<file path="src/rtl/zero_count_accumulator.sv">
// zero_count_accumulator: frame statistics over a stream of per-word zero counts
// Ports:
//   clk, rst                  clock, asynchronous active-high reset
//   start, frame_len          begin a frame of frame_len words (sampled in IDLE)
//   zc_valid, zc_count        upstream zero count stream
//   zc_ready                  high while accumulating
//   busy                      high in ACCUM or HOLD
//   res_valid, res_ready      result handshake
//   res_sum, res_max          saturated total and largest per-word count
//   res_allzero, res_sat      all-zero word count, saturation flag
module zero_count_accumulator #(
   parameter int WIDTH   = 16,
   parameter int CNT_W   = 5,
   parameter int FRAME_W = 8,
   parameter int SUM_W   = 16
) (
   input  logic               clk,
   input  logic               rst,
   input  logic               start,
   input  logic [FRAME_W-1:0] frame_len,
   input  logic               zc_valid,
   input  logic [CNT_W-1:0]   zc_count,
   output logic               zc_ready,
   output logic               busy,
   output logic               res_valid,
   input  logic               res_ready,
   output logic [SUM_W-1:0]   res_sum,
   output logic [CNT_W-1:0]   res_max,
   output logic [FRAME_W-1:0] res_allzero,
   output logic               res_sat
);
   typedef enum logic [1:0] {IDLE, ACCUM, HOLD} state_t;
   state_t state, state_n;
   logic [FRAME_W-1:0] remaining;
   logic [CNT_W-1:0] cnt;
   logic [SUM_W:0] add;
   logic beat;
   assign zc_ready  = state == ACCUM;
   assign busy      = state != IDLE;
   assign res_valid = state == HOLD;
   always_comb begin
      // out-of-range counts are clamped to a full all-zero word
      cnt = (zc_count > CNT_W'(WIDTH)) ? CNT_W'(WIDTH) : zc_count;
      // one extra bit catches overflow for saturation
      add = {1'b0, res_sum} + (SUM_W+1)'(cnt);
      beat = state == ACCUM && zc_valid;
      state_n = state;
      if (state == IDLE && start)
         state_n = frame_len != '0 ? ACCUM : HOLD;
      else if (beat && remaining == FRAME_W'(1))
         state_n = HOLD;
      else if (state == HOLD && res_ready)
         state_n = IDLE;
   end
   always_ff @(posedge clk or posedge rst) begin
      if (rst) begin
         state       <= IDLE;
         remaining   <= '0;
         res_sum     <= '0;
         res_max     <= '0;
         res_allzero <= '0;
         res_sat     <= 1'b0;
      end else begin
         state <= state_n;
         if (state == IDLE && start) begin
            remaining   <= frame_len;
            res_sum     <= '0;
            res_max     <= '0;
            res_allzero <= '0;
            res_sat     <= 1'b0;
         end else if (beat) begin
            remaining <= remaining - FRAME_W'(1);
            res_sum   <= add[SUM_W] ? '1 : add[SUM_W-1:0];
            res_sat   <= res_sat | add[SUM_W];
            if (cnt > res_max) res_max <= cnt;
            if (cnt == CNT_W'(WIDTH)) res_allzero <= res_allzero + FRAME_W'(1);
         end
      end
   end
endmodule

</file>
<file path="config.mk">
export PLATFORM = sky130hd
export DESIGN_NAME = zero_count_accumulator
export DESIGN_NICKNAME = d
export VERILOG_FILES = /design/src/rtl/zero_count_accumulator.sv
export SDC_FILE = /design/constraint.sdc
export NUM_CORES = 1
export LEC_CHECK = 0
export BUFFER_PORTS_ARGS = -buffer_cell sky130_fd_sc_hd__buf_4
export CORE_ASPECT_RATIO = 0.8
export CORE_UTILIZATION = 35
export DETAILED_ROUTE_END_ITERATION = 16
export PLACE_DENSITY = 0.55
export SLEW_MARGIN = 0
export SYNTH_ARGS = -nofsm -noshare
export SYNTH_HDL_FRONTEND = slang
export SYNTH_SLANG_ARGS = --single-unit
</file>
<file path="constraint.sdc">
create_clock -name clk -period 2.33 [get_ports clk]
set_input_delay 0.5825 -clock clk [delete_from_list [all_inputs] [get_ports clk]]
set_output_delay 0.5825 -clock clk [all_outputs]
set_load 0.02 [all_outputs]
</file>
==> out/qor.yml <==
cts_max_level: 2
synth_compound_area_share_pct: 19.60
layout_setup_ws_ns: 0.09990
p_switching_uw: 1378
die_w_um: 95.33
internal_power_uw: 1955
worst_skew_pair.late_latency_ns: 0.29
grt_pass1_wl_um: 10400
vdd_ir_drop_max_mv: 0.6825
synth_flop_cell: "dfrtp_1"
syn_nets: 289
drt-total-wl_um: 6242
dr.pass1.iters: 4
antenna_found_initial: 0
ys_types: 56
slew_headroom_pct: 63.16
crit_type: "in2reg"
combinationalPowerShare_pct: 47.0
grt_max_degree: 41
place_congestion: 0.7989
reg2reg_setup_slack_ns: 0.18
seqPwrFrac_pct: 34.6
area_growth_pct: 31.20
nets: 360
postSynthCellCount: 257
cts-root-buf: "clkbuf_8"
num_io_pins: 51
dp_cells: 405
drtIter0Drc: 102
muxShareOfSynthArea_pct: 1.642
cts_buffer_depth: 2
hold_slack_ns: 0.4239
drc: 0
grt_overflow: 0
synthSimpleGateAreaFrac_pct: 22.37
avgSynthCellArea_um2: 9.489
cts_resized: 0
post-route-period-util_pct: 95.71
switching_share_pct: 41.34
rows: 26
stdcell_count: 413
vias: 2206
grt_pass1_vias: 2049
fin_crit_ns: 2.230
dp_hpwl_um: 4535
drtAntennaViolNets: 0
start_util_pct: 37.11
setup_viol: 0
die_y_um: 76.66
cp-start-kind: "primary input"
worst_pin_slew_ns: 0.5525
r2r-start: "res_sum[0]"
final_util_pct: 48.69
grt.total_usage_pct: 18.42
multi_input_comb_area_um2: 1368
post-cts-setup-buffer-count: 0
reg2reg_depth: 7
pwr-share-clk_pct: 18.4
core_area_um2: 6571
cts_tree: "yes"
num_antenna_cells: 0
async_flop_share_pct: 100.0
cp_max_fo: 6
io_buffers: 50
fillers: 642
ff_latch_area_um2: 1001
maxCapViolations: 0
wl_per_cell_um: 15.11
outcome: "finished clean"
critical_path_required_ns: 2.49
fmax_ghz: 0.4484
synth-seq-cells: 40
fin_setup_tns_ns: 0
powerDensity_nw_per_um2: 1042
hold_violations: 0
skew_ns: 0.007568
cts-buffers-inserted: 5
hp-class: "in2async"
drive_gt1_share_pct: 29.79
p_leak_uw: 0.001507
seq_area_frac_synth_pct: 41.05
clock_sinks: 40
crit_path_end_kind: "flop"
via_per_inst: 5.341
cts.clk_slew.worst_paths_ns: 0.09
synth_top_family_by_area: "simple AND/OR/NAND/NOR gates"
synth_edf_count: 0
pre_cts_ws_ns: -0.2407
hold_buffers: 0
cp_data_arrival_time_ns: 2.39
timing.rr.end: "res_sum[7]"
dieArea_um2: 7308
startpoint: "zc_count[4]"
drv_slew: 0
synth_xor_area_share_pct: 3.592
rsz0062_at_grt: "no"
netlist_area_um2: 2439
synthAdderAreaFrac_pct: 7.491
ys_warn_count: 0
synthesized netlist by cell type (2+ instances only):
library cell	count	share of area, %
a21oi_1	9	1.8
nor2b_1	9	2.3
nand3_1	19	3.9
o311ai_1	7	2.5
xnor2_1	3	1.1
a21oi_2	2	0.72
o21ai_1	10	2.1
nor4_2	2	1.0
ha_1	13	6.7
and3_1	2	0.51
a21o_1	3	0.92
dfrtp_1	40	41
nor4_1	4	1.0
mux2i_1	4	1.6
o211ai_1	4	1.2
nor3_1	3	0.62
clkbuf_1	2	0.31
o21ai_0	6	1.2
buf_2	5	1.0
a22oi_1	2	0.62
nand2_1	23	3.5
o21bai_1	2	0.62
nand2b_1	3	0.77
nor2_1	21	3.2
a221o_1	7	2.9
xor2_1	7	2.5
nand4_1	2	0.51
inv_1	15	2.3
cell families (layout without fill, tap and decap cells):
logic type,after synthesis,in the layout
AND/OR/NAND/NOR,100,100
AO/OA/AOI/OAI,65,65
flip-flops,40,40
buffers and inverters,24,96
adder cells (fa/ha/maj),14,14
XOR/XNOR,10,10
multiplexers,4,4
power groups by stage:
stage / clock, µW / sequential (µW) / combinational [µW]
after floorplan: 0 / 1260 / 866
after global placement: 0 / 1160 / 1560
after detailed placement: 0 / 1170 / 1570
after CTS: 637 / 1150 / 1570
after global routing: 658 / 1190 / 1740
final: 613 / 1150 / 1570
worst max-delay path: stages:
cell	delay (ns)
buf_4	0.11
nand2b_4	0.12
inv_2	0.04
ha_4	0.15
fa_2	0.35
a211o_1	0.33
a21oi_4	0.27
nor2_4	0.10
nand2_1	0.20
o311ai_1	0.14
worst max path at each step:
stage | endpoint | depth (start not counted)
final | res_sum[7] | 10
after floorplan | res_sum[10] | 8
after detailed placement | res_sum[7] | 10
after global placement | res_sum[5] | 10
after CTS | res_sum[7] | 10
after global routing | res_sum[11] | 10
per-layer routing:
| layer | routed length (µm) | global-route usage, % |
|---|---|---|
| met4 | 52 | 3.636 |
| met5 | 0 | 0 |
| met1 | 3191 | 29.18 |
| met3 | 365 | 4.067 |
| met2 | 2633 | 25.14 |
registers in the layout, indices dropped and copies added, names as in the netlist:
name	count
remaining	8
res_max	5
res_allzero	8
res_sat	1
res_sum	16
state	2
final cells by class:
class | instances | share of cell area [%]
Clock buffer | 6 | 2.581
Timing Repair Buffer | 73 | 17.13
Inverter | 15 | 1.760
Sequential cell | 40 | 31.29
Tap cell | 84 | 3.285
Clock inverter | 2 | 1.212
Multi-Input combinational cell | 193 | 42.75
per-stage QoR:
stage | instance area (µm²) | power [µW]
after floorplan | 2472 | 2126
after global placement | 3078 | 2721
after detailed placement | 3078 | 2734
after CTS | 3199 | 3363
after global routing | 3199 | 3588
final | 3199 | 3333
layout by cell type, fill, tap and decap left out, types with 2 or more instances in the layout:
master,n
o21ai_1,10
nand3_1,19
a21oi_1,9
a221o_1,7
nand2b_1,2
xnor2_1,3
a22oi_1,2
a21o_1,3
and3_1,2
nor4_1,4
a21oi_2,2
o21ai_0,6
nor2b_1,9
xor2_1,7
o211ai_1,4
o21bai_1,2
ha_1,12
nor2_1,21
buf_4,73
nand2_1,23
dfrtp_1,40
nor4_2,2
clkbuf_8,6
nor3_1,3
o311ai_1,7
inv_1,14
nand4_1,2
mux2i_1,4
No activity file was read; power rests on OpenSTA's default activity.
